**config.mk**
```make
export PLATFORM = sky130hd
export DESIGN_NAME = iir_coeff_loader
export DESIGN_NICKNAME = d
export VERILOG_FILES = /design/src/rtl/iir_coeff_loader.sv
export SDC_FILE = /design/constraint.sdc
export NUM_CORES = 1
export LEC_CHECK = 0
export CAP_MARGIN = 20
export CORE_ASPECT_RATIO = 0.6
export CORE_UTILIZATION = 25
export CTS_BUF_LIST = sky130_fd_sc_hd__clkbuf_4 sky130_fd_sc_hd__clkbuf_8 sky130_fd_sc_hd__clkbuf_16
export CTS_CLUSTER_DIAMETER = 30
export DETAILED_ROUTE_END_ITERATION = 16
export PLACE_DENSITY = 0.52
export SETUP_SLACK_MARGIN = 0.2
export SLEW_MARGIN = 20
export SYNTH_ARGS = -nofsm -noshare
export SYNTH_HDL_FRONTEND = slang
export SYNTH_SLANG_ARGS = --single-unit
```
**constraint.sdc**
```tcl
create_clock -name CLK -period 2.2 [get_ports CLK]
set_clock_uncertainty 0.15 [all_clocks]
set_input_delay 0.33 -clock CLK [delete_from_list [all_inputs] [get_ports CLK]]
set_output_delay 0.33 -clock CLK [all_outputs]
set_load 0.01 [all_outputs]
```
**src/rtl/iir_coeff_loader.sv**
```systemverilog
// Coefficient image loader for the time-multiplexed IIR SOS filter: streams, range-checks and
// checksums an image into a shadow bank, then commits it to the active bank on a frame boundary.
module iir_coeff_loader #(
  parameter int No_SOS       = 1,
  parameter int No_scale_Val = 5,
  parameter int WI_A         = 3,
  parameter int WF_A         = 8,
  parameter int WI_G         = 5,
  parameter int WF_G         = 11,
  parameter int W_BUS        = 16,
  localparam int CW   = WI_A + WF_A,
  localparam int GW   = WI_G + WF_G,
  localparam int NC   = 6 * No_SOS,
  localparam int CA_W = (NC > 1) ? $clog2(NC) : 1,
  localparam int SA_W = (No_scale_Val > 1) ? $clog2(No_scale_Val) : 1
) (
  input  logic             CLK,
  input  logic             nReset,
  input  logic             CE,
  input  logic             start,
  input  logic             s_valid,
  input  logic [W_BUS-1:0] s_data,
  output logic             s_ready,
  input  logic             swap_en,
  input  logic [CA_W-1:0]  coeff_addr,
  output logic [CW-1:0]    coeff_out,
  input  logic [SA_W-1:0]  scale_addr,
  output logic [GW-1:0]    scale_out,
  output logic             busy,
  output logic             done,
  output logic             err,
  output logic [1:0]       err_code
);

  localparam int NMAX  = (NC > No_scale_Val) ? NC : No_scale_Val;
  localparam int CNT_W = $clog2(NMAX + 1);

  typedef enum logic [2:0] {IDLE, LOAD_SCALE, LOAD_COEF, CHECK, WAIT_SWAP} state_t;
  state_t state, state_n;

  logic [CNT_W-1:0] cnt;
  logic [W_BUS-1:0] acc;
  logic [GW-1:0]    sh_scale  [No_scale_Val];
  logic [GW-1:0]    act_scale [No_scale_Val];
  logic [CW-1:0]    sh_coef   [NC];
  logic [CW-1:0]    act_coef  [NC];

  logic xfer, commit, last_scale, last_coef, scale_ok, coef_ok, sum_bad;
  logic [W_BUS-GW:0] scale_hi;
  logic [W_BUS-CW:0] coef_hi;

  // Handshake: a word moves on an edge where CE, s_valid and s_ready are all high;
  // s_ready depends only on CE and state, never on s_valid. start on the same edge wins.
  assign s_ready    = CE && (state == LOAD_SCALE || state == LOAD_COEF || state == CHECK);
  assign xfer       = s_ready && s_valid && !start;
  assign commit     = CE && swap_en && !start && (state == WAIT_SWAP);
  assign last_scale = (cnt == CNT_W'(No_scale_Val - 1));
  assign last_coef  = (cnt == CNT_W'(NC - 1));
  assign scale_hi   = s_data[W_BUS-1:GW-1];
  assign coef_hi    = s_data[W_BUS-1:CW-1];
  assign scale_ok   = (&scale_hi) || !(|scale_hi);
  assign coef_ok    = (&coef_hi) || !(|coef_hi);
  assign sum_bad    = (s_data != acc);
  assign busy       = (state != IDLE);

  always_ff @(posedge CLK or negedge nReset) begin
    if (!nReset) state <= IDLE;
    else         state <= state_n;
  end

  always_comb begin
    state_n = state;
    if (CE && start) begin
      state_n = LOAD_SCALE;
    end else begin
      case (state)
        IDLE:       state_n = IDLE;
        LOAD_SCALE: if (xfer && last_scale) state_n = LOAD_COEF;
        LOAD_COEF:  if (xfer && last_coef) state_n = CHECK;
        CHECK:      if (xfer) state_n = (err_code[0] || sum_bad) ? IDLE : WAIT_SWAP;
        WAIT_SWAP:  if (commit) state_n = IDLE;
        default:    state_n = IDLE;
      endcase
    end
  end

  always_ff @(posedge CLK or negedge nReset) begin
    if (!nReset) begin
      cnt      <= '0;
      acc      <= '0;
      err      <= 1'b0;
      err_code <= 2'b00;
      done     <= 1'b0;
      for (int i = 0; i < No_scale_Val; i++) begin
        sh_scale[i]  <= '0;
        act_scale[i] <= '0;
      end
      for (int i = 0; i < NC; i++) begin
        sh_coef[i]  <= '0;
        act_coef[i] <= '0;
      end
    end else begin
      done <= commit;
      if (CE && start) begin
        cnt      <= '0;
        acc      <= '0;
        err      <= 1'b0;
        err_code <= 2'b00;
      end else if (xfer) begin
        case (state)
          LOAD_SCALE: begin
            for (int i = 0; i < No_scale_Val; i++)
              if (cnt == CNT_W'(i)) sh_scale[i] <= s_data[GW-1:0];
            acc <= acc + s_data;
            cnt <= last_scale ? '0 : cnt + 1'b1;
            if (!scale_ok) err_code[0] <= 1'b1;
          end
          LOAD_COEF: begin
            for (int i = 0; i < NC; i++)
              if (cnt == CNT_W'(i)) sh_coef[i] <= s_data[CW-1:0];
            acc <= acc + s_data;
            cnt <= last_coef ? '0 : cnt + 1'b1;
            if (!coef_ok) err_code[0] <= 1'b1;
          end
          CHECK: begin
            err <= err_code[0] || sum_bad;
            if (sum_bad) err_code[1] <= 1'b1;
          end
          default: ;
        endcase
      end
      // Both banks switch on the same edge so the filter never reads a mixed set.
      if (commit) begin
        for (int i = 0; i < No_scale_Val; i++) act_scale[i] <= sh_scale[i];
        for (int i = 0; i < NC; i++) act_coef[i] <= sh_coef[i];
      end
    end
  end

  assign coeff_out = ({1'b0, coeff_addr} < (CA_W+1)'(NC)) ? act_coef[coeff_addr] : '0;
  assign scale_out = ({1'b0, scale_addr} < (SA_W+1)'(No_scale_Val)) ? act_scale[scale_addr] : '0;

endmodule

```
# --- Word level (Yosys, flattened, before mapping) ---
# Cells that the tools add are included.
op_classes:
  add_sub_neg: 2
  n_mul: 0
  div_mod_pow: 0
  order_cmp: 4
  eq_ne: 15
  shift: 0
  n_mux: 32
  bitwise: 3
  n_reduce_logical: 43
ops:
  columns: ["op", "count"]
  rows:
  - ["16-bit 2-to-1 mux", 6]
  - ["16-bit binary-select mux with 3-bit select", 1]
  - ["4-bit AND reduction", 12]
  - ["11-bit binary-select mux with 3-bit select", 1]
  - ["11-bit 2-to-1 mux", 3]
  - ["3-bit 2-to-1 mux", 10]
  - ["16-bit adder", 1]
  - ["16-bit != test", 1]
  - ["3-bit by 2-bit == test with 1-bit output (second input constant)", 4]
  - ["3-bit case mux with 4 select lines", 1]
  - ["2-bit nonzero test", 5]
  - ["3-bit == test (second input constant)", 3]
  - ["1-bit logical AND", 9]
  - ["4-bit greater-or-equal comparator (second input constant)", 2]
  - ["3-bit inverter with 4-bit output", 2]
  - ["1-bit 2-to-1 mux", 7]
  - ["3-bit by 1-bit == test with 1-bit output (second input constant)", 2]
  - ["3-bit < comparator (second input constant)", 2]
  - ["3-bit by 1-bit != test with 1-bit output (second input constant)", 2]
  - ["3-bit by 2-bit != test with 1-bit output (second input constant)", 2]
  - ["3-bit case mux with 2 select lines", 1]
  - ["2-bit AND reduction", 3]
  - ["3-bit AND reduction", 2]
  - ["6-bit AND reduction", 1]
  - ["other kinds (10)", 16]
totals:
  ff_bits: 318
  latchBits: 0
  mem_bits_rw: 0
  rom_bits: 0
  inputBits: 28
  out_inout_bits: 33
  elab_cells: 128
  mem_count: 0

# --- Logic depth before layout (Yosys ltp) ---
# Gate-level depths: netlist of the first run.
logic_depth:
  depth_word: 10
  depth_mapped: 9
  depth_no_buf: 9

# --- Worst setup path before layout of the first run ---
# OpenSTA, ideal clock, no wires.
synth_path:
  kind: "input-to-reg"
  startpoint: "input s_data[1]"
  endpoint: "register acc[14]"
  setup_ns: 0.069
  arrival_ns: 2.176
  required_ns: 1.981
  slack_ns: -0.195
  cell_stages: 8
  n_path_buf: 0
  cell_sequence: "clkinv_1 -> fa_1 -> nor2b_1 -> o211ai_1 -> a31oi_1 -> a311oi_1 -> or4_1 -> nand3_1"
synth_via:
  elab_chain_cells: 4
synth_lines:
  columns: ["element", "line_no", "text"]
  rows:
  - ["start: declaration", "22", "input logic [W_BUS-1:0] s_data,"]
  - ["16-bit adder", "114, 121", null]
  - ["16-bit 2-to-1 mux", null, null]
  - ["16-bit 2-to-1 mux", "109", "end else if (xfer) begin"]
  - ["16-bit 2-to-1 mux", "104", "if (CE && start) begin"]
  - ["end signal: assignment", "114", "acc <= acc + s_data;"]
  - ["end signal: assignment", "121", "acc <= acc + s_data;"]
  - ["end: declaration", "42", "logic [W_BUS-1:0] acc;"]
# No other way between the ends. The select of a mux whose other input is x is not followed.
# A chain may end at the register's enable or synchronous reset.

# --- Worst setup path in the final report of the first run ---
layout_path:
  startpoint: "input s_data[0]"
  endpoint: "register acc[14]"
# Same word-level chain as after synthesis.

==> results of run 1 <==
repair_timing:
item / 4_1_cts / 5_1_grt
hold endpoints to repair: 300 / 0
hold buffers: 1 / 0
resized for setup: 289 / 131
setup endpoints to repair: 45 / 241
pin swaps: 20 / 19
setup buffers: 28 / 14
gates cloned: 4 / 9
path summary, 6_finish.rpt:
check | startpoint | end | slack (ps) | cells past startpoint
max | s_data[0] | acc[14]$_DFFE_PN0P_ | -140 | 10
min | nReset | act_scale[6]$_DFFE_PN0P_ | 90 | 2
max reg2reg | acc[0]$_DFFE_PN0P_ | acc[14]$_DFFE_PN0P_ | -140 | 9
min reg2reg | sh_scale[17]$_DFFE_PN0P_ | sh_scale[17]$_DFFE_PN0P_ | 330 | 2
max in group asynchronous | nReset | sh_coef[33]$_DFFE_PN0P_ | 1000 | 3
min in group CLK | s_data[1] | sh_coef[1]$_DFFE_PN0P_ | 320 | 3
cell type report:
type	instances	share of cell area, %
Multi-Input combinational cell	577	32.00
Clock buffer	74	8.402
Antenna cell	1	0.01247
Tap cell	714	4.451
Inverter	38	0.7168
Timing Repair Buffer	228	12.54
Sequential cell	318	39.65
Clock inverter	38	2.232
kinds of logic (layout without fill, tap and decap cells):
| kind of cell | after synthesis | in the layout | synth area share (%) |
|---|---|---|---|
| xor gates and xnor gates | 15 | 15 | 0.9467 |
| adders and majority gates | 21 | 21 | 1.947 |
| and+or+nand+nor | 116 | 116 | 4.210 |
| other | 0 | 1 | 0 |
| buffers and inverters | 101 | 378 | 3.083 |
| AOI/OAI and AO/OA | 103 | 103 | 4.264 |
| muxes | 322 | 322 | 28.21 |
| DFF | 318 | 318 | 57.34 |
power by group:
part	internal [W]	switching [W]
Clock	0.00608	0.00334
Sequential	0.00638	0.000282
Combinational	0.00108	0.000949
Total	0.0135	0.00457
state kept, by name (all words and copies together), names as in the netlist:
name       count
err_code       2
act_scale     80
state          3
done           1
cnt            3
err            1
sh_scale      80
sh_coef       66
act_coef      66
acc           16
worst reg2reg max path: stages, from the launching register on:
cell and delay [ps]:
dfrtp_1 390, ha_4 160, inv_2 40, fa_2 340, nor2b_2 140, o211ai_1 140, a31oi_2 250, a311oi_2 150
or4_1 420, nand3_1 100
synth_stat cells (2+ instances only):
library cell | instances | area share, %
nand2_2 | 4 | 0.18
buf_1 | 3 | 0.081
nand2b_1 | 2 | 0.090
mux2_2 | 283 | 23
nor3b_1 | 3 | 0.16
or3_1 | 2 | 0.090
or4_1 | 3 | 0.16
o21ai_0 | 50 | 1.8
nand4_1 | 4 | 0.18
a21o_1 | 4 | 0.22
nand2_1 | 45 | 1.2
nand3_1 | 18 | 0.65
mux4_2 | 27 | 4.4
and2_1 | 2 | 0.090
xnor2_1 | 7 | 0.44
nor2b_1 | 5 | 0.23
a31oi_1 | 4 | 0.18
dfrtp_1 | 318 | 57
a41oi_1 | 2 | 0.13
inv_1 | 37 | 1.0
nor4_1 | 3 | 0.14
clkbuf_1 | 26 | 0.70
nor3_1 | 6 | 0.22
mux2i_1 | 12 | 0.87
xor2_1 | 8 | 0.50
buf_2 | 33 | 1.2
ha_1 | 20 | 1.8
o211ai_1 | 3 | 0.16
o22ai_1 | 11 | 0.50
a21oi_1 | 18 | 0.65
nor2_1 | 11 | 0.30
and3_1 | 4 | 0.18
cells in the final DEF, fill, tap and decap left out, types with 6 or more instances in the layout:
master / n
ha_4: 7
o21ai_2: 14
buf_4: 104
mux2i_1: 7
inv_1: 9
buf_2: 19
dlygate4sd2_1: 6
clkbuf_8: 10
clkinvlp_4: 13
buf_12: 31
xnor2_1: 6
o22ai_4: 6
nand2_1: 43
o21ai_1: 13
nor2_1: 9
clkinv_4: 10
dfrtp_1: 317
buf_16: 6
clkbuf_16: 68
buf_6: 25
ha_1: 12
o21ai_0: 22
mux4_2: 27
inv_2: 28
a21oi_1: 16
mux2_4: 119
clkdlybuf4s50_1: 23
mux2_2: 164
nand3_1: 18
xor2_1: 8
per-layer routing:
metal / global-route usage [%] / vias to the layer above / part of all wire [%]
li1: - / 4064 / -
met1: 19.86 / 4751 / 51
met2: 19.24 / 136 / 43
met3: 2.955 / 60 / 4.4
met4: 3.480 / 0 / 1.7
met5: 0 / - / 0
through the flow:
| stage | util (%) | instances | TNS, ps |
|---|---|---|---|
| floorplan | - | 996 | -10.82 |
| global placement | 30.03 | 1819 | -57080 |
| detailed placement | 30.03 | 1819 | -59940 |
| CTS | 35.37 | 1964 | -2008 |
| global route | 36.83 | 1987 | -3334 |
| finish | 36.83 | 1988 | -1133 |
==> impl_metrics.env, run 1 <==
export IMPL_nets=1273
export IMPL_synth_cell_type_count=50
export IMPL_areaGrowthSynthToFinish_pct=44.64
export IMPL_grt_max_degree=68
export IMPL_synth_ff_type="dfrtp_1"
export IMPL_critPathBufInv=2
export IMPL_cts_made_buffers=61
export IMPL_cp_cell_sequence="clkdlybuf4s50_1 -> ha_4 -> inv_2 -> fa_2 -> nor2b_2 -> o211ai_1 -> a31oi_2 -> a311oi_2 -> or4_1 -> nand3_1"
export IMPL_rsz0062_at_grt="yes"
export IMPL_required_ps=2570
export IMPL_syn_nets=1045
export IMPL_worst_hold_slack_ps=88.94
export IMPL_cp_top_family="simple AND/OR/NAND/NOR gates"
export IMPL_cts_num_sinks=318
export IMPL_dieWidth_um=306.2
export IMPL_yosys_warnings=0
export IMPL_yosysSeqAreaShare_pct=57.34
export IMPL_worst_slew_pin_slew_ps=418.1
export IMPL_wl_per_cell_um=19.10
export IMPL_dp_hpwl_um=23470
export IMPL_die_h_um=184.5
export IMPL_synthArstFlopShare_pct=100.0
export IMPL_fin_crit_sh_pct=106.3
export IMPL_timing_fmax_mhz=427.7
export IMPL_routed_wl_um=37970
export IMPL_synth_cell_area_um2=13880
export IMPL_drv_slew=0
export IMPL_critPathMaxStageDelay_ps=610
export IMPL_via_count=9011
export IMPL_groute_usage_overall_pct=13.31
export IMPL_worstSkewPairLatency_ps=610
export IMPL_grt_overflow=0
export IMPL_slowest_stage="clkdlybuf4s50_1"
export IMPL_status="finished, violations left"
export IMPL_fin_crit_ps=2338
export IMPL_maxCapViolations=0
export IMPL_cts_tree="built"
export IMPL_design_power_total_w=0.01810
export IMPL_path_clk_slew_ps=50
export IMPL_rows=66
export IMPL_pre_cts_ws_ps=-702.7
export IMPL_ctsLongestPathBuffers=3
export IMPL_initial_core_util_pct=25.46
export IMPL_crit_fanout=3
export IMPL_synth_cells=996
export IMPL_end_kind="flip-flop"
export IMPL_setup_ws_ps=-138.3
export IMPL_htree_num_levels=2
export IMPL_arrival_ps=2710
export IMPL_place_area_um2=16360
export IMPL_synth_edf_count=0
export IMPL_io_pins=61
export IMPL_ant_nets=0
export IMPL_powerDensity_nw_per_um2=901.9
export IMPL_violations="negative setup slack"
export IMPL_fin_area_um2=20070
export IMPL_multi_input_area_um2=6424
export IMPL_ys_ff_latch=318
export IMPL_grt_pass1_vias=9480
export IMPL_dieArea_um2=56490
export IMPL_core_area_um2=54500
export IMPL_relSlewSlack_pct=72.13
export IMPL_setup_violations=25
export IMPL_postSynthAreaPerCell_um2=13.93
export IMPL_place_congestion=0.7859
export IMPL_antenna_found_initial=0
export IMPL_register_area_um2=7959
export IMPL_viasPerCell=4.533
export IMPL_p_leak_nw=9.347
export IMPL_drtIter0Drc=430
export IMPL_hold_violations=0
export IMPL_critPathKind="in2reg"
export IMPL_drt_pass1_iter_count=4
export IMPL_drive_gt1_share_pct=56.87
export IMPL_port_buffers=60
export IMPL_peakVddDrop_uv=652.6
export IMPL_drcViolationCount=0
export IMPL_hold_class="in2async"
export IMPL_nFillCells=5165
export IMPL_cts_root_buffer="clkbuf_16"
export IMPL_start_kind="input port"
export IMPL_grt_pass1_wl_um=57900
No activity file was read; power rests on OpenSTA's default activity.
==> run 2, diff against run 1 <==
--- a/config.mk
+++ b/config.mk
@@ -11,6 +11,7 @@
 export CTS_BUF_LIST = sky130_fd_sc_hd__clkbuf_4 sky130_fd_sc_hd__clkbuf_8 sky130_fd_sc_hd__clkbuf_16
 export CTS_CLUSTER_DIAMETER = 30
 export DETAILED_ROUTE_END_ITERATION = 16
+export MAX_ROUTING_LAYER = met4
 export PLACE_DENSITY = 0.52
 export SETUP_SLACK_MARGIN = 0.2
 export SLEW_MARGIN = 20
==> run 2 against run 1 <==
  * Cell area about the same
  * Clock power is essentially flat
  * Register-to-register slack about the same
  * The flow still finishes with violations (negative setup slack)
  * Critical endpoint unchanged
  * Sequential power about the same
  * Highest routed layer unchanged
  * Sequential share of layout area hardly changed
  * Worst hold slack got worse by 0.60 ps
  * Via count shrank 0.40%
  * Worst setup slack gained 3.7 ps
  * Critical path depth fell by 1
==> impl_metrics.env, run 2 (same netlist as run 1, synthesis figures left out) <==
export IMPL_status="finished, violations left"
export IMPL_violations="negative setup slack"
export IMPL_timing_fmax_mhz=428.3
export IMPL_use_met3_pct=2.932
export IMPL_required_ps=2570
export IMPL_dp_cells=1819
export IMPL_maxCapViolations=0
export IMPL_cts_root_buffer="clkbuf_16"
export IMPL_end_kind="flip-flop"
export IMPL_grt_pass1_vias=9475
export IMPL_routed_wl_um=37960
export IMPL_initial_core_util_pct=25.46
export IMPL_nets=1273
export IMPL_r2r_cells=9
export IMPL_design_power_total_w=0.01809
export IMPL_grt_pass1_wl_um=57880
export IMPL_worst_slew_pin_slew_ps=409.0
export IMPL_peakVddDrop_uv=651.2
export IMPL_wl_per_cell_um=19.10
export IMPL_crit_fanout=3
export IMPL_ctsLongestPathBuffers=3
export IMPL_io_pins=61
export IMPL_drt_pass1_iter_count=5
export IMPL_dieArea_um2=56490
export IMPL_setup_violations=24
export IMPL_place_congestion=0.7968
export IMPL_place_area_um2=16360
export IMPL_setup_ws_ps=-134.6
export IMPL_drcViolationCount=0
export IMPL_fin_crit_sh_pct=106.1
export IMPL_met1_usage_pct=19.88
export IMPL_final_cells=1987
export IMPL_drv_slew=0
export IMPL_die_h_um=184.5
export IMPL_dp_hpwl_um=23470
export IMPL_htree_num_levels=2
export IMPL_via_count=8975
export IMPL_hold_class="in2async"
export IMPL_top_usage_layer="met1"
export IMPL_rsz0062_at_grt="yes"
export IMPL_use_met2_pct=19.29
export IMPL_ant_nets=0
export IMPL_grt_overflow=0
export IMPL_reg_largest_list="act_scale: 80 flops, sh_scale: 80 flops"
export IMPL_drtIter0Drc=460
export IMPL_critPathKind="reg2reg"
export IMPL_dieWidth_um=306.2
export IMPL_fin_crit_ps=2335
export IMPL_groute_usage_overall_pct=13.73
export IMPL_n_antenna_cell=0
export IMPL_powerDensity_nw_per_um2=901.1
export IMPL_start_kind="flip-flop"
export IMPL_worstSkewPairLatency_ps=600
export IMPL_cts_tree="built"
export IMPL_areaGrowthSynthToFinish_pct=44.62
export IMPL_viasPerCell=4.517
export IMPL_p_leak_nw=9.347
export IMPL_cts_made_buffers=61
export IMPL_port_buffers=60
export IMPL_antenna_found_initial=0
export IMPL_layout_commonest_cell="dfrtp_1"
export IMPL_fin_area_um2=20070
export IMPL_cts_num_sinks=318
export IMPL_final_cell_mix="317 x dfrtp_1, 164 x mux2_2, 119 x mux2_4, 104 x buf_4, 68 x clkbuf_16"
export IMPL_core_area_um2=54500
export IMPL_relSlewSlack_pct=72.74
export IMPL_hold_violations=0
export IMPL_grt_max_degree=68
export IMPL_arrival_ps=2700
export IMPL_path_clk_slew_ps=50
export IMPL_drive_gt1_share_pct=56.87
export IMPL_rows=66
## run 2: path summary, 6_finish.rpt
| path | from | to | slack [ps] |
|---|---|---|---|
| min in group CLK | s_data[1] | sh_coef[1]$_DFFE_PN0P_ | 320 |
| min reg2reg | sh_scale[17]$_DFFE_PN0P_ | sh_scale[17]$_DFFE_PN0P_ | 330 |
| max reg2reg | acc[0]$_DFFE_PN0P_ | acc[14]$_DFFE_PN0P_ | -130 |
| max in group asynchronous | nReset | sh_coef[33]$_DFFE_PN0P_ | 1020 |
| max | acc[0]$_DFFE_PN0P_ | acc[14]$_DFFE_PN0P_ | -130 |
| min | nReset | sh_scale[5]$_DFFE_PN0P_ | 90 |
## run 2: what timing repair did
action	in CTS	in global routing
hold buffers	1	0
gates resized for setup	289	131
setup buffers	28	14
pin swaps	20	19
hold endpoints to repair	300	0
setup endpoints to repair	45	242
gates cloned	4	9
## run 2: power breakdown
group / leakage (nW) / switching (W) / total [W] / internal [W]
Sequential: 4.35 / 0.000282 / 0.00666 / 0.00638
Combinational: 3.98 / 0.000947 / 0.00202 / 0.00108
Clock: 1.01 / 0.00332 / 0.00941 / 0.00608
Total: 9.35 / 0.00455 / 0.0181 / 0.0135
## run 2: final cells by class
cell class              instances  area, um2
repair buffers                228       2516
inverters                      38      143.9
fillers                      5171      34430
well taps                     714      893.4
flip-flops and latches        318       7959
clock inverters                38      447.9
clock buffers                  74       1687
multi-input cells             577       6424
## run 2: per-layer routing
metal,vias up,share of wire (%)
li1,4068,-
met2,135,43
met3,54,4.5
met4,0,1.6
met1,4718,51
met5,-,0
## run 2: worst max-delay path, stage by stage, from the launching register on
cell	delay (ps)
dfrtp_1	390
ha_4	160
inv_2	40
fa_2	340
nor2b_2	140
o211ai_1	140
a31oi_2	240
a311oi_2	150
or4_1	420
nand3_1	100
## run 2: metrics by stage
step                utilization, %  TNS, ps  setup slack (ps)  hold WS [ps]
finish                       36.83    -1140            -134.6         88.34
global route                 36.83    -3328            -241.9         102.5
CTS                          35.37    -2008            -129.6         65.72
detailed placement           30.03   -59940            -702.7         121.8
global placement             30.03   -57080            -661.1         112.0
floorplan                        -   -10.82            -10.82        -115.6
==> run 3, diff against run 2 <==
--- a/config.mk
+++ b/config.mk
@@ -7,12 +7,13 @@
 export LEC_CHECK = 0
 export CAP_MARGIN = 20
 export CORE_ASPECT_RATIO = 0.6
-export CORE_UTILIZATION = 25
+export CORE_MARGIN = 4
+export CORE_UTILIZATION = 55
 export CTS_BUF_LIST = sky130_fd_sc_hd__clkbuf_4 sky130_fd_sc_hd__clkbuf_8 sky130_fd_sc_hd__clkbuf_16
 export CTS_CLUSTER_DIAMETER = 30
 export DETAILED_ROUTE_END_ITERATION = 16
 export MAX_ROUTING_LAYER = met4
-export PLACE_DENSITY = 0.52
+export PLACE_DENSITY = 0.87
 export SETUP_SLACK_MARGIN = 0.2
 export SLEW_MARGIN = 20
 export SYNTH_ARGS = -nofsm -noshare
==> run 3 against run 2 <==
  * The run still ends with negative setup slack left
  * Wire length increased by 14%
  * Clock power down 30%
  * Non-clock buffer count rose by 4
  * Critical path depth is the same
  * Combinational power up 3%
  * Critical endpoint unchanged
  * Largest cell class unchanged
  * Largest power group is now sequential cells
==> impl_metrics.env, run 3 (same netlist as run 1, synthesis figures left out) <==
export IMPL_hold_class="in2async"
export IMPL_groute_usage_overall_pct=26.95
export IMPL_maxCapViolations=0
export IMPL_ctsLongestPathBuffers=3
export IMPL_dp_hpwl_um=21840
export IMPL_routed_wl_um=43110
export IMPL_arrival_ps=2800
export IMPL_port_buffers=60
export IMPL_via_count=9896
export IMPL_drcViolationCount=0
export IMPL_die_h_um=131.0
export IMPL_nets=1256
export IMPL_required_ps=2500
export IMPL_pre_cts_ws_ps=-654.9
export IMPL_drive_gt1_share_pct=55.54
export IMPL_setup_ws_ps=-300.3
export IMPL_fin_area_um2=18870
export IMPL_core_area_um2=24500
export IMPL_grt_overflow=0
export IMPL_grt_pass1_vias=9900
export IMPL_path_clk_slew_ps=60
export IMPL_grt_max_degree=80
export IMPL_r2r_end="acc[14]$_DFFE_PN0P_"
export IMPL_cts_made_buffers=40
export IMPL_ant_nets=0
export IMPL_status="finished, violations left"
export IMPL_final_cells=1559
export IMPL_reg_largest_list="act_scale: 80 flops, sh_scale: 80 flops"
export IMPL_htree_num_levels=2
export IMPL_dp_cells=1417
export IMPL_register_area_um2=7959
export IMPL_place_area_um2=15770
export IMPL_layout_commonest_cell="dfrtp_1"
export IMPL_worst_slew_pin_slew_ps=414.0
export IMPL_r2r_cells=9
export IMPL_cts_num_sinks=318
export IMPL_nFillCells=1253
export IMPL_setup_violations=20
export IMPL_start_kind="flip-flop"
export IMPL_areaGrowthSynthToFinish_pct=35.94
export IMPL_end_kind="flip-flop"
export IMPL_relSlewSlack_pct=71.61
export IMPL_drt_pass1_iter_count=5
export IMPL_fin_crit_sh_pct=113.6
export IMPL_worstSkewPairLatency_ps=530
export IMPL_initial_core_util_pct=56.65
export IMPL_slowest_stage="or4_4"
export IMPL_antenna_found_initial=0
export IMPL_fin_crit_ps=2500
export IMPL_drtIter0Drc=1090
export IMPL_cts_tree="built"
export IMPL_multi_input_area_um2=6454
export IMPL_p_leak_nw=9.088
export IMPL_timing_fmax_mhz=400.0
export IMPL_rsz0062_at_grt="yes"
export IMPL_grt_pass1_wl_um=55830
export IMPL_powerDensity_nw_per_um2=816.9
export IMPL_cp_cell_sequence="ha_2 -> inv_2 -> fa_2 -> nor2b_2 -> o211ai_1 -> a31oi_2 -> a311oi_2 -> or4_4 -> nand3_2"
export IMPL_viasPerCell=6.348
export IMPL_peakVddDrop_uv=579.8
export IMPL_dieArea_um2=27920
export IMPL_violations="negative setup slack"
export IMPL_hold_violations=0
export IMPL_regToRegStartpoint="acc[0]$_DFFE_PN0P_"
export IMPL_reg2reg_setup_slack_ps=-300
export IMPL_wl_per_cell_um=27.65
export IMPL_rows=44
export IMPL_crit_fanout=3
export IMPL_n_antenna_cell=0
export IMPL_io_pins=61
export IMPL_dieWidth_um=213.1
export IMPL_critPathKind="reg2reg"
export IMPL_drv_slew=0
export IMPL_critPathMaxStageDelay_ps=450
export IMPL_place_congestion=0.8919
export IMPL_final_cell_mix="317 x dfrtp_1, 142 x mux2_4, 141 x mux2_2, 106 x buf_4, 57 x clkbuf_16"
export IMPL_cts_root_buffer="clkbuf_16"
==> run 3: changes by cell type in the layout (fill, tap and decap cells not counted), sizes merged <==
cell	before	now
clkinv	17	10
bufinv	5	1
dlygate4sd2	6	3
inv	41	48
bufbuf	1	0
clkdlybuf4s50	23	25
clkinvlp	13	2
buf	189	185
clkbuf	81	66
==> run 3: final cells by class <==
type,instances,share of cell area (%)
Multi-Input combinational cell,577,34.21
Timing Repair Buffer,232,13.73
Clock inverter,23,1.088
Sequential cell,318,42.18
Tap cell,322,2.135
Inverter,38,0.7627
Clock buffer,49,5.889
==> run 3: stage by stage <==
stage	total power, W	utilization (%)	setup TNS (ps)	hold slack [ps]
floorplan	0.007700	-	-10.82	-115.6
global placement	0.008370	64.39	-34380	104.1
detailed placement	0.008500	64.39	-44430	103.6
CTS	0.01512	71.32	-493.0	152.3
global route	0.01588	77.01	-3011	177.3
finish	0.01541	77.01	-1784	145.7
==> run 3: repair_timing <==
action,in CTS,in global routing
setup endpoints to repair,113,245
gates cloned,1,21
hold buffers,1,0
endpoints found under the hold margin,240,0
buffers inserted,31,16
resized for setup,215,207
pin swaps,21,11
==> run 3: how the worst max path moves through the flow <==
stage	startpoint	endpoint	slack (ps)
final	acc[0]$_DFFE_PN0P_	acc[14]$_DFFE_PN0P_	-300
after global routing	acc[0]$_DFFE_PN0P_	acc[14]$_DFFE_PN0P_	-360
after CTS	acc[0]$_DFFE_PN0P_	acc[14]$_DFFE_PN0P_	-140
after detailed placement	s_data[0]	acc[14]$_DFFE_PN0P_	-650
after global placement	s_data[1]	acc[9]$_DFFE_PN0P_	-590
after floorplan	acc[0]$_DFFE_PN0P_	acc[14]$_DFFE_PN0P_	-10
==> run 3: report_power, final <==
group / switching (W) / leakage (nW) / internal (W)
logic: 0.00107 / 4.08 / 0.00102
registers: 0.000363 / 4.35 / 0.00636
clock network: 0.00280 / 0.657 / 0.00380
total: 0.00422 / 9.09 / 0.0112
==> run 3: critical path, delay by kind of cell (launching register included) <==
kind | cells | cell delay (ps)
simple gates | 3 | 700
fa+ha+maj | 2 | 570
flops | 1 | 400
buf+inv | 1 | 50
compound gates | 3 | 570
==> run 3: layer usage <==
metal	track usage [%]	routed length, um	up-vias
met5	-	0	-
met3	6.061	3763	127
li1	-	-	4003
met1	38.16	17610	5190
met4	7.154	1249	0
met2	40.10	20480	576
==> patch 1: new RTL, config.mk and constraints of run 2 <==
Put one more register stage on the output `err_code`. The value now appears one clock later. The other outputs are not delayed to match.
--- a/src/rtl/iir_coeff_loader.sv
+++ b/src/rtl/iir_coeff_loader.sv
@@ -38,2 +38,4 @@
   typedef enum logic [2:0] {IDLE, LOAD_SCALE, LOAD_COEF, CHECK, WAIT_SWAP} state_t;
+
+  logic [1:0] err_code_s0;
   state_t state, state_n;
@@ -79,3 +81,3 @@
         LOAD_COEF:  if (xfer && last_coef) state_n = CHECK;
-        CHECK:      if (xfer) state_n = (err_code[0] || sum_bad) ? IDLE : WAIT_SWAP;
+        CHECK:      if (xfer) state_n = (err_code_s0[0] || sum_bad) ? IDLE : WAIT_SWAP;
         WAIT_SWAP:  if (commit) state_n = IDLE;
@@ -91,3 +93,3 @@
       err      <= 1'b0;
-      err_code <= 2'b00;
+      err_code_s0 <= 2'b00;
       done     <= 1'b0;
@@ -107,3 +109,3 @@
         err      <= 1'b0;
-        err_code <= 2'b00;
+        err_code_s0 <= 2'b00;
       end else if (xfer) begin
@@ -115,3 +117,3 @@
             cnt <= last_scale ? '0 : cnt + 1'b1;
-            if (!scale_ok) err_code[0] <= 1'b1;
+            if (!scale_ok) err_code_s0[0] <= 1'b1;
           end
@@ -122,7 +124,7 @@
             cnt <= last_coef ? '0 : cnt + 1'b1;
-            if (!coef_ok) err_code[0] <= 1'b1;
+            if (!coef_ok) err_code_s0[0] <= 1'b1;
           end
           CHECK: begin
-            err <= err_code[0] || sum_bad;
-            if (sum_bad) err_code[1] <= 1'b1;
+            err <= err_code_s0[0] || sum_bad;
+            if (sum_bad) err_code_s0[1] <= 1'b1;
           end
@@ -142,2 +144,6 @@
 
+  always_ff @(posedge CLK) begin
+    err_code <= err_code_s0;
+  end
+
 endmodule
Formal check against the unedited RTL: not equivalent (Yosys sat finds a counterexample within 10 cycles, from zero or initial values and one cycle with nReset low).
==> patch 1 against run 2 <==
  * The run still ends with negative setup slack left
  * Sequential share of layout area decreased by 1.8 points
  * Setup slack lost 0.0055 ns
  * Power grew 12%
  * Synthesized area rose by 1.1%
  * Routed wire length increased by 6.8%
  * Final area increased by 5.4%
  * Maximum frequency fell by 0.24%
  * Sequential power fell by 3.9%
  * Sequential cell count rose by 2
  * Critical path type unchanged
  * Highest routed layer unchanged
==> patch 1: results (changes against run 2) <==
gpl congestion 0.8087 (was 0.7968); post-synth cell types 59 (was 50); non-filler cells, final 2081 (was 1987); met3 Track Usage GR 3.063% (was 2.932%); Worst Tran Pin Value 0.4538 ns (was 0.4090 ns); layout cell share with drive strength beyond 1 60.32% (was 56.87%); setup_tns -1.250 ns (was -1.140 ns); final setup fails 28 (was 24); met1 Resource Use GR 20.55% (was 19.88%); Net count, final 1324 (was 1273); DR pass1 iterations 4 (was 5); Ys Warns 0 (unchanged); All-Layer GR Usage 14.69% (was 13.73%); PortBufs 60 (unchanged); maximum VDD drop 0.0004627 V (was 0.0006512 V); vias in the first global route 10030 (was 9475); P&R area growth vs syn 50.77% (was 44.62%); htree depth 3 (was 2); pin count of the biggest net entering global routing 66 (was 68); sequential area share after synthesis 56.97% (was 57.34%); metal2 WL 17.30 mm (was 16.32 mm); multiplexer share of the synthesized area 27.80% (was 28.21%); dpl hpwl 23.47 mm (about the same); initial drt markers 591 (was 460); Syn Area/Cell 14.00 sq um (was 13.93 sq um); CP max-delay cell fa_2 (was or4_1); fill count 5173 (was 5171); DR WL/cell 19.49 um (was 19.10 um); post-synthesis compound-gate area fraction 4.189% (was 4.264%); setup ws final -0.1402 ns (was -0.1346 ns); failing checks negative setup slack (unchanged); Top delay family on crit path compound AO/OA/AOI/OAI gates (was simple AND/OR/NAND/NOR gates); slowest stage delay, CP 0.36 ns (was 0.42 ns); Placed Instances 1872 (was 1819); Sw Ratio 23.00% (was 25.16%); run status finished with violations (unchanged); dpl ws -0.7169 ns (was -0.7027 ns); most common library cells after synthesis dfrtp_1 (318), mux2_2 (281), nand2_1 (52) (was dfrtp_1 (318), mux2_2 (283), o21ai_0 (50)); met2 Use GR 20.86% (was 19.29%); Pleak 10.11 nW (was 9.347 nW); Synth Area in XOR/XNOR 0.8111% (was 0.9466%); synth top area cells dfrtp_1 (57%), mux2_2 (23%), mux4_2 (4.3%) (was dfrtp_1 (57%), mux2_2 (23%), mux4_2 (4.4%)); async set-reset flop share out of synthesis 99.38% (was 100.0%); Inserted Clock Buffers 75 (was 61); crit path DAT 2.63 ns (was 2.70 ns)
==> patch 1: repair_timing <==
action / CTS / global route
buffers inserted: 36 / 22
gates cloned: 10 / 5
hold endpoints to repair: 318 / 0
resized for setup: 284 / 145
hold buffers: 1 / 0
setup endpoints to repair: 115 / 212
pin swaps: 32 / 27
==> patch 1: final timing paths <==
| path | cells after the start | end | startpoint | slack [ns] |
|---|---|---|---|---|
| max reg2reg | 10 | acc[14]$_DFFE_PN0P_ | acc[0]$_DFFE_PN0P_ | -0.14 |
| min reg2reg | 0 | err_code[1]$_DFF_P_ | err_code_s0[1]$_DFFE_PN0P_ | 0.23 |
| min | 2 | acc[11]$_DFFE_PN0P_ | nReset | 0.10 |
| min in group CLK | 0 | err_code[1]$_DFF_P_ | err_code_s0[1]$_DFFE_PN0P_ | 0.23 |
| max | 10 | acc[14]$_DFFE_PN0P_ | acc[0]$_DFFE_PN0P_ | -0.14 |
| max in group asynchronous | 3 | act_scale[23]$_DFFE_PN0P_ | nReset | 1.06 |
==> patch 1: power groups by stage <==
stage                     clock (mW)  sequential, mW  combinational [mW]
after floorplan                    0            6.40               0.805
after global placement             0            6.43                1.43
after detailed placement           0            6.46                1.45
after CTS                       12.1            6.39                1.80
after global routing            12.4            6.43                2.08
final                           11.9            6.40                1.93
==> patch 1: cell type report <==
cell class	count	area share, %
Tap cell	748	4.422
Timing Repair Buffer	247	12.27
Sequential cell	320	37.81
Clock buffer	101	10.28
Inverter	36	0.6621
Multi-Input combinational cell	595	31.82
Clock inverter	34	2.737
==> patch 2: new RTL, settings of run 2 <==
Made on the original files. The parameter `WI_A` goes from 3 to 5.
--- a/src/rtl/iir_coeff_loader.sv
+++ b/src/rtl/iir_coeff_loader.sv
@@ -5,3 +5,3 @@
   parameter int No_scale_Val = 5,
-  parameter int WI_A         = 3,
+  parameter int WI_A         = 5,
   parameter int WF_A         = 8,
Interface: changed (resized coeff_out); port bits go from 61 to 63. The function was not compared with the original's and may differ.
==> patch 2 against run 2 <==
  * The run still ends with negative setup slack left
  * Count of clock-buffer cells in the layout shrank 15
  * Setup slack lost 0.022 ns
  * Final area grew 11%
  * Power shrank 3.5%
  * Routed wire length grew 19%
  * Synthesized cell count grew 6.5%
  * Global-route usage grew 1.0 points
  * Sequential cell count grew 24
  * Synthesized area grew 8.5%
  * Maximum frequency shrank 0.94%
  * Critical path type is now flop to output pin
  * Largest cell class unchanged
  * Largest power group unchanged
==> patch 2: results (changes against run 2) <==
dpl ws -0.7164 ns (was -0.7027 ns); Pleak 10.46 nW (was 9.347 nW); Seq cells post-synth 342 (was 318); synth top area cells dfrtp_1 (57%), mux2_2 (23%), mux4_2 (4.3%) (was dfrtp_1 (57%), mux2_2 (23%), mux4_2 (4.4%)); initial antenna violation count 3 (was 0); P_int 12.87 mW (was 13.54 mW); Net count, final 1375 (was 1273); multi-input gate area in the final layout 7513 sq um (was 6424 sq um); crit path DAT 1.88 ns (was 2.70 ns); met1 Resource Use GR 21.86% (was 19.88%); setup_tns -1.461 ns (was -1.140 ns); post-synth cell types 63 (was 50); failing checks negative setup slack (unchanged); run status finished with violations (unchanged); Via density 4.664 (was 4.517); Inserted Clock Buffers 48 (was 61); setup ws final -0.1567 ns (was -0.1346 ns); PostCTS Resize Cnt 405 (was 289); multi-input gate count 619 (was 577); number of non-clock buffers 277 (was 228); Top delay family on crit path multiplexers (was simple AND/OR/NAND/NOR gates); post-synthesis compound-gate area fraction 4.587% (was 4.264%); PortBufs 62 (was 60); most common library cells after synthesis dfrtp_1 (342), mux2_2 (307), nand2_1 (42), o21ai_0 (42), inv_1 (37) (was dfrtp_1 (318), mux2_2 (283), o21ai_0 (50)); sequential cell area share 38.55% (was 39.65%); routed wl met3 1.862 mm (was 1.716 mm); Placed Instances 1956 (was 1819); fill count 5512 (was 5171); Worst Tran Pin Value 0.4621 ns (was 0.4090 ns); postcts setup bufs 46 (was 28); Clock Buffer Count 59 (was 74); dpl hpwl 25.89 mm (was 23.47 mm); All-Layer GR Usage 14.77% (was 13.73%); Hold Slack 0.1224 ns (was 0.08834 ns); final setup fails 19 (was 24); Data buffer area share 15.04% (was 12.54%); slowest stage delay, CP 0.51 ns (was 0.42 ns)
==> patch 2: power groups by stage <==
stage	clock network [mW]	logic [mW]	registers, mW
3_3_place_gp	0	1.84	7.13
5_1_grt	8.48	2.57	7.15
3_5_place_dp	0	1.89	7.16
6_report	7.99	2.38	7.09
2_1_floorplan	0	1.09	7.08
4_1_cts	8.16	2.16	7.06
==> patch 2: path summary, 6_finish.rpt <==
check / start / to / cells past startpoint
min in group CLK: sh_scale[49]$_DFFE_PN0P_ / sh_scale[49]$_DFFE_PN0P_ / 2
worst min-delay path: nReset / sh_scale[63]$_DFFE_PN0P_ / 2
max in group asynchronous: nReset / sh_coef[61]$_DFFE_PN0P_ / 3
worst min register to register: sh_scale[49]$_DFFE_PN0P_ / sh_scale[49]$_DFFE_PN0P_ / 2
worst max-delay path: act_coef[12]$_DFFE_PN0P_ / coeff_out[12] / 5
worst max register to register: acc[3]$_DFFE_PN0P_ / err$_DFFE_PN0P_ / 6
